==> src/rtl/flag_int_ctrl.sv <==
// Flag/interrupt sequencer: decodes flag opcodes into C/Z register strobes, owns IE, the shadow C/Z and interrupt entry.
// Latency: strobes and load data are combinational (the flag register updates on the EXEC_STB edge); IE/INT_ACK/STALL are registered.
// Backpressure: STALL holds fetch for 1 SAVE cycle plus ACK_CYCLES ACK cycles; EXEC_STB during that window is ignored.
module flag_int_ctrl #(
    parameter int ACK_CYCLES = 1,
    parameter bit CLR_ON_INT = 1'b1
) (
    input  logic       CLK,
    input  logic       RST,
    input  logic       EXEC_STB,
    input  logic [2:0] FLG_OP,
    input  logic       INTR,
    input  logic       C_ALU,
    input  logic       Z_ALU,
    input  logic       C_FLG,
    input  logic       Z_FLG,
    output logic       C_SET_FLG,
    output logic       C_CLR_FLG,
    output logic       C_LD_FLG,
    output logic       Z_LD_FLG,
    output logic       C_IN,
    output logic       Z_IN,
    output logic       IE_FLG,
    output logic       INT_ACK,
    output logic       STALL
);

    localparam logic [2:0] OP_NONE  = 3'd0;
    localparam logic [2:0] OP_LD_C  = 3'd1;
    localparam logic [2:0] OP_LD_CZ = 3'd2;
    localparam logic [2:0] OP_SET_C = 3'd3;
    localparam logic [2:0] OP_CLR_C = 3'd4;
    localparam logic [2:0] OP_SEI   = 3'd5;
    localparam logic [2:0] OP_CLI   = 3'd6;
    localparam logic [2:0] OP_RETIE = 3'd7;

    typedef enum logic [1:0] {
        RUN  = 2'd0,
        SAVE = 2'd1,
        ACK  = 2'd2
    } state_t;

    state_t     state;
    logic       ie;
    logic       pend;
    logic       shadow_c;
    logic       shadow_z;
    logic [3:0] ack_cnt;
    logic       int_ack_q;
    logic       stall_q;

    logic       ie_next;
    logic       take_int;

    // IE value as it will stand after the current instruction, and the entry decision that uses it
    always_comb begin
        ie_next = ie;
        if (state == RUN && EXEC_STB) begin
            case (FLG_OP)
                OP_SEI, OP_RETIE: ie_next = 1'b1;
                OP_CLI:           ie_next = 1'b0;
                default:          ie_next = ie;
            endcase
        end
        take_int = (state == RUN) && EXEC_STB && ie_next && (pend || INTR);
    end

    // Flag register strobes and load-data mux; everything quiet while in reset
    always_comb begin
        C_SET_FLG = 1'b0;
        C_CLR_FLG = 1'b0;
        C_LD_FLG  = 1'b0;
        Z_LD_FLG  = 1'b0;
        C_IN      = C_ALU;
        Z_IN      = Z_ALU;
        if (!RST) begin
            case (state)
                RUN: begin
                    if (EXEC_STB) begin
                        case (FLG_OP)
                            OP_LD_C:  C_LD_FLG = 1'b1;
                            OP_LD_CZ: begin
                                C_LD_FLG = 1'b1;
                                Z_LD_FLG = 1'b1;
                            end
                            OP_SET_C: C_SET_FLG = 1'b1;
                            OP_CLR_C: C_CLR_FLG = 1'b1;
                            OP_RETIE: begin
                                C_LD_FLG = 1'b1;
                                Z_LD_FLG = 1'b1;
                                C_IN     = shadow_c;
                                Z_IN     = shadow_z;
                            end
                            default: ;
                        endcase
                    end
                end
                SAVE: begin
                    // C uses its clear strobe, Z has none so it is loaded with 0
                    if (CLR_ON_INT) begin
                        C_CLR_FLG = 1'b1;
                        Z_LD_FLG  = 1'b1;
                        Z_IN      = 1'b0;
                    end
                end
                default: ;
            endcase
        end
    end

    // Sequencer: RUN -> SAVE (1 cycle) -> ACK (ACK_CYCLES cycles) -> RUN, with registered INT_ACK/STALL
    always_ff @(posedge CLK) begin
        if (RST) begin
            state     <= RUN;
            ie        <= 1'b0;
            pend      <= 1'b0;
            shadow_c  <= 1'b0;
            shadow_z  <= 1'b0;
            ack_cnt   <= 4'd0;
            int_ack_q <= 1'b0;
            stall_q   <= 1'b0;
        end else begin
            // A request is latched until the entry it triggers is actually taken
            pend <= take_int ? 1'b0 : (pend | INTR);
            case (state)
                RUN: begin
                    ie <= ie_next;
                    if (take_int) begin
                        state   <= SAVE;
                        stall_q <= 1'b1;
                    end
                end
                SAVE: begin
                    shadow_c  <= C_FLG;
                    shadow_z  <= Z_FLG;
                    ie        <= 1'b0;
                    ack_cnt   <= 4'(ACK_CYCLES - 1);
                    state     <= ACK;
                    int_ack_q <= 1'b1;
                    stall_q   <= 1'b1;
                end
                ACK: begin
                    if (ack_cnt == 4'd0) begin
                        state     <= RUN;
                        int_ack_q <= 1'b0;
                        stall_q   <= 1'b0;
                    end else begin
                        ack_cnt <= ack_cnt - 4'd1;
                    end
                end
                default: begin
                    state     <= RUN;
                    int_ack_q <= 1'b0;
                    stall_q   <= 1'b0;
                end
            endcase
        end
    end

    assign IE_FLG  = ie;
    assign INT_ACK = int_ack_q;
    assign STALL   = stall_q;

endmodule

==> config.mk <==
export PLATFORM = sky130hd
export DESIGN_NAME = flag_int_ctrl
export DESIGN_NICKNAME = d
export VERILOG_FILES = /design/src/rtl/flag_int_ctrl.sv
export SDC_FILE = /design/constraint.sdc
export NUM_CORES = 1
export LEC_CHECK = 0
export ABC_CLOCK_PERIOD_IN_PS = 1400
export CAP_MARGIN = 40
export CORE_ASPECT_RATIO = 0.9
export CORE_MARGIN = 5
export CORE_UTILIZATION = 46
export DETAILED_ROUTE_END_ITERATION = 8
export PLACE_DENSITY = 0.86
export SYNTH_ARGS = -nofsm -noshare
export SYNTH_HDL_FRONTEND = slang
export SYNTH_SLANG_ARGS = --single-unit
==> constraint.sdc <==
create_clock -name CLK -period 1.4 [get_ports CLK]
set_input_delay 0.21 -clock CLK [delete_from_list [all_inputs] [get_ports CLK]]
set_output_delay 0.21 -clock CLK [all_outputs]
set_load 0.02 [all_outputs]
Word level (Yosys, flattened, before mapping)
Index checks and enable logic that the tools add are counted.

Output and inout bits: 9. Input port bits: 11. Bits in registers: 12. Word-level logic and storage cells: 74.

Bitwise gates (word level): 2. Add/sub/neg operators: 1. Multiplexer cells: 36. Equal/unequal tests: 12. Reductions and logical operators: 15.

Operator list (number): 2-to-1 mux 1 bit (24); == test 3 bit, second input constant (4); case mux 1 bit (2 select lines) (5); case mux 4 bit (2 select lines) (1); == test 3 x 2 -> 1 bit, second input constant (2); inequality test 2 bit, second input constant (3); case mux 1 bit (3 select lines) (2); case mux 2 bit (3 select lines) (1); AND reduction 2 bit (3); OR reduction 2 bit (3); logical NOT 4 bit (1); 2-to-1 mux 2 bit (2); 2-to-1 mux 4 bit (1); nonzero test 2 bit (2); subtractor 4 x 1 -> 4 bit, second input constant (1); == test 3 x 1 -> 1 bit, second input constant (1); logical AND 1 bit (3); OR reduction 3 bit (1); == test 2 x 1 -> 1 bit, second input constant (1); == test 2 bit, second input constant (1); logical NOT 2 bit (1); logical OR 1 bit (1); inverter 1 bit (1); OR 1 bit (1).

Logic depth before layout (Yosys ltp)
Depth after elaboration: 8. Depth in mapped cells: 5. Gate-level depth less buffers: 5.

Worst setup path before layout
Ideal clock, no wire load.

Path kind: register to output. Start point: reg state[1]. End point: out Z_IN. Setup slack: -67 ps. Cell stages (with the launch flop): 5. Path buffers: 1. Arrival: 1257 ps. Required time: 1190 ps. Cells stage by stage: dfxtp_1 -> buf_6 -> nor3b_1 -> mux2i_1 -> o21ai_0.

Word-level cells in the longest chain between the ends: 3. Elaborated cells on any way between the ends: 4. Classes of those cells: 1 x eq/ne; 2 x mux; 1 x reduce/logical.

RTL lines: start: declaration (line 43) `state_t state;`; start signal: assignment (line 114) `state <= RUN;`; start signal: assignment (line 129) `state <= SAVE;`; start signal: assignment (line 138) `state <= ACK;`; == test 2 x 1 -> 1 bit / logical NOT 2 bit (equally long branches) (line 77) `case (state)`; case mux 1 bit (2 select lines) (*) (line 77); 2-to-1 mux 1 bit (*) (line 76) `if (!RST) begin`; end: declaration (line 22) `output logic Z_IN,`.

Every way passes the cells marked *; elsewhere a longest branch is shown, timed or not.

Worst setup path after layout
Start point: reg state[1]. End point: out C_IN.

Word-level cells in the longest chain between the ends: 3.

RTL lines: logical NOT 2 bit (line 77); 2-to-1 mux 1 bit (line 77); 2-to-1 mux 1 bit (line 76); end: declaration (line 21) `output logic C_IN,`.

Every way passes these cells.

==> results.md <==
Yosys:
- After synthesis, the largest family of logic cells by area is compound AO/OA/AOI/OAI gates.
- Of the post-synthesis cell area, the dominant cell type holds 31.9%.
- The share of synthesized flip-flops with an asynchronous set or reset is 0%.
- The area share of fa/ha/maj cells after synthesis is ~1.7%.
- The register bit total from synthesis is 12.
- Ranked by total cell area, the synthesized netlist is headed by sky130_fd_sc_hd__dfxtp_1, sky130_fd_sc_hd__a31oi_1, sky130_fd_sc_hd__mux2i_1, sky130_fd_sc_hd__nor3_1, sky130_fd_sc_hd__a211oi_2.
- The most common cell in the netlist is sky130_fd_sc_hd__dfxtp_1.
- The count of different cell masters after synthesis is 38.
- For this run, the number of Yosys warnings is 0.
- When the netlist entered floorplanning its net count stood at 98.
- The cell area that synthesis handed to floorplanning was around 750 um2.
- Ranked by instance count, the synthesized netlist is headed by sky130_fd_sc_hd__dfxtp_1, sky130_fd_sc_hd__nor2_1, sky130_fd_sc_hd__nor3_1.
- The mux cell area share after synthesis is 5.48%.
- Sequential elements use a little under a third of the synthesized area.
- The number of enable-type register cells in the synthesized netlist is 0.
- The synthesized netlist devotes about 25% of its cell area to simple gates.
- The share of the synthesized netlist area taken by xor and xnor gates is under 10%.
- Of all cell types, the one taking the most synthesized area is sky130_fd_sc_hd__dfxtp_1.
- Summing the areas of all compound-gate instances in the mapped netlist gives around 27% of the synthesized area.
- The most instantiated flip-flop cell in the synthesis netlist is sky130_fd_sc_hd__dfxtp_1.
- The mean instance size in the synthesized netlist is approximately 9 um2.
- The gate count of the mapped netlist is 86.

Route:
- After detailed routing, the number of remaining DRC violations is 0.
- The via count is between 700 and 800.
- The first-pass detailed-route iteration total is 4.
- Summed over all layers, the routed wires come to 2.07 mm.
- The average wire length per cell after detail routing is 14.7 um.
- The count of antenna-violating nets left after detailed routing is 0.
- In this run, the number of DRC markers left after iteration 0 of detailed routing was 14.
- In the routed layout, each cell is associated on average with a via count of ~5.4.

Floorplan:
- For this configuration, the core starts out at a cell density of around half.
- The floorplan has 13 rows.
- The die covers between 2000 and 3000 um2.
- Measured along the y axis, the die boundary spans roughly 48 um.
- The placeable core area is 1500 um2.
- Pin placement for this block handled 20 I/O pins.
- The die is between 50 and 60 um wide.

Setup path:
- Counting both buffers and inverters, the worst setup path holds a total of 1.
- Among all stages on the critical path, the largest delay is contributed by sky130_fd_sc_hd__dfxtp_2.
- STA classifies the critical path endpoint as an output port.
- Data on the critical path arrives at its endpoint at 1.42 ns.
- The family with the most delay on the worst path is flip-flops.
- Walking the worst path, the cells encountered are nor3_4 -> nor2b_4 -> mux2_4 -> buf_6.
- Of all nets on the critical path, the largest fanout is 2.
- The origin of the critical flop-to-flop path is state[0]$_SDFFE_PP0P_.
- The kind of start point of the critical path is a register.
- For this run, the slowest stage of the critical path takes approximately 0.35 ns.
- In this run the worst setup path begins at state[1]$_SDFFE_PP0P_.
- The required time of the critical path is between 1 and 1.5 ns.
- The type of the worst setup path is reg2out.

STA:
- The slack of the critical path is -0.226 ns.
- Derived from the worst setup path, the maximum achievable clock frequency is slightly above 600 MHz.
- The setup TNS is -1.01 ns.
- The relative slew slack is around four fifths.
- In the finished design, the share of the clock period the worst path needs comes to 116%.
- For the pin with the worst max-slew slack, the measured transition is 0.297 ns.
- The count of final max-slew check failures is 0.
- The number of hold violations in the final report is 0.
- Clock skew on the completed layout was measured at between 0.003 and 0.004 ns.
- The final critical-path required period is between 1.5 and 2 ns.
- Setup violations remaining at the end of the flow were counted as 6.
- Setup repair after global routing could not meet its margin everywhere.

Power:
- In this run the static leakage power is ~0.49 nW.
- The largest voltage drop on the vdd net is about 0.6 mV.
- Dividing total power by cell area gives a power density of around 680 nW/um2.

GRT:
- The met2 global-route usage is about 30%.
- The pin count of the biggest net entering global routing is 12.
- The initial antenna violation count is 0.
- Across every metal layer, demand over resource in global routing totals between 10% and 20%.
- The most utilized layer in the global route result is met2.
- The met3 demand-to-capacity share in global routing is 7.03%.
- For met1 alone, demand over resource in global routing was around 19%.
- The global-route wire length before repair is ~3.5 mm.
- The via count of the first global-routing pass is 823.
- Global routing finished with a remaining overflow of 0.

Placement:
- The final HPWL from detailed placement is 1.60 mm.
- At the end of routability-driven placement, the weighted congestion stood at around 0.77.
- Buffers placed on the I/O ports in this run total 19.

CTS:
- Buffers inserted during clock tree synthesis total 3.
- Clock-pin slew was measured on the worst setup and hold paths at approximately 0.08 ns.
- The later-pin clock latency in the skew report is between 0.2 and 0.3 ns.
- The hold buffer count at cts is 0.
- CTS built an H-tree with a depth of 1.
- The buffer depth of the longest clock path is 2.
- The clock root buffer master is sky130_fd_sc_hd__clkbuf_4.
- For this design, the sink count on the clock tree is 12.
- TritonCTS built the clock tree.

Run:
- The total of max-cap violations is 0.

Final layout:
- The final core utilization is between 70% and 80%.
- The post-route netlist has 44.5% of its cells at a drive strength greater than 1.
- The area growth from synthesis to layout is 50.8%.
- Counting the fill cells in the layout gives approximately 120.
- The net count of the finished layout is approximately 130.
- The number of antenna diodes in the final layout is 0.

Outcome:
- The flow ran to the end, but the final reports show violations.
- The final reports fail on setup timing.

Min path:
- The worst hold path begins at EXEC_STB.
- The worst hold-check path type is in2reg.
-- per-layer routing --
layer,up-vias,share of wire [%]
met5,-,0
met4,0,0
met3,0,5.3
met2,20,53
met1,357,42
li1,380,-
-- cell type report --
cell class	instances	area, um2	area share (%)
multi-input combinational	63	514	45.3
timing repair buffer	37	312	27.4
sequential	12	245	21.6
tap	22	27.5	2.42
clock buffer	3	22.5	1.98
inverter	4	15.0	1.32
-- sequential cells by signal, indices dropped and copies added (netlist names) --
| name | cells |
|---|---|
| INT_ACK | 1 |
| STALL | 1 |
| shadow_c | 1 |
| pend | 1 |
| state | 2 |
| shadow_z | 1 |
| ack_cnt | 4 |
| IE_FLG | 1 |
-- cell usage in the layout, fill, tap and decap left out, types with 2 or more instances in the layout --
cell type / netlist / layout
sky130_fd_sc_hd__dfxtp_1: 12 / 8
sky130_fd_sc_hd__nor3_1: 6 / 4
sky130_fd_sc_hd__o31ai_2: 2 / 2
sky130_fd_sc_hd__a31oi_1: 5 / 5
sky130_fd_sc_hd__nor2_1: 6 / 6
sky130_fd_sc_hd__inv_1: 3 / 3
sky130_fd_sc_hd__nor3b_2: 2 / 3
sky130_fd_sc_hd__buf_2: 3 / 2
sky130_fd_sc_hd__buf_6: 1 / 4
sky130_fd_sc_hd__o2111ai_1: 2 / 2
sky130_fd_sc_hd__nand2_1: 3 / 3
sky130_fd_sc_hd__clkbuf_4: 0 / 3
sky130_fd_sc_hd__a211oi_2: 2 / 3
sky130_fd_sc_hd__dfxtp_2: 0 / 4
sky130_fd_sc_hd__buf_4: 0 / 18
sky130_fd_sc_hd__o21ai_0: 4 / 2
sky130_fd_sc_hd__o21ai_1: 0 / 2
sky130_fd_sc_hd__dlygate4sd2_1: 0 / 7
sky130_fd_sc_hd__nand2b_1: 2 / 2
sky130_fd_sc_hd__mux2i_1: 3 / 3
sky130_fd_sc_hd__clkdlybuf4s50_1: 0 / 5
sky130_fd_sc_hd__a21oi_1: 4 / 4
-- path summary, 6_finish.rpt --
check | endpoint | slack [ns] | cells after the start
max | C_IN | -0.23 | 4
max reg2reg | state[0]$_SDFFE_PP0P_ | 0.09 | 5
min reg2reg | shadow_z$_SDFFE_PP0P_ | 0.50 | 2
min | IE_FLG$_SDFFE_PP0N_ | 0.45 | 3
-- stage by stage --
stage                     instance area (um2)  hold WS, ns  std cells  power, mW  setup WS (ns)
final                                    1140        0.454        141      0.768         -0.226
after CTS                                1120        0.429        142      0.763         -0.240
after detailed placement                 1070        0.487        138      0.553         -0.754
after global routing                     1140        0.489        141      0.796         -0.274
after floorplan                           758        0.354         86      0.461         0.0256
after global placement                   1070        0.478        138      0.547         -0.736
-- repair_timing --
action	in CTS	in global routing
resized for setup	54	6
setup buffers	1	0
pin swaps	6	2
setup endpoints to repair	12	10
-- power breakdown --
part	switching (mW)	total (mW)	internal (mW)	leakage, nW
clock	0.118	0.218	0.0996	0.0138
sequential	0.00850	0.360	0.352	0.0994
combinational	0.0913	0.189	0.0980	0.376
total	0.218	0.768	0.549	0.489
-- worst reg2reg max path, stage by stage, from the launching register on --
cell and delay (ns):
sky130_fd_sc_hd__dfxtp_2 0.36, sky130_fd_sc_hd__buf_6 0.13, sky130_fd_sc_hd__nor3b_4 0.21, sky130_fd_sc_hd__buf_4 0.15
sky130_fd_sc_hd__a21boi_2 0.21, sky130_fd_sc_hd__nor3b_2 0.18
-- cell families (layout without fill, tap and decap cells) --
kind of cell / after synthesis / after routing
DFF: 12 / 12
buffers and inverters: 11 / 44
and+or+nand+nor: 30 / 30
adders and majority gates: 1 / 1
xor gates and xnor gates: 2 / 2
AOI/OAI and AO/OA: 26 / 26
muxes: 4 / 4
(Power assumes the default switching activity.)
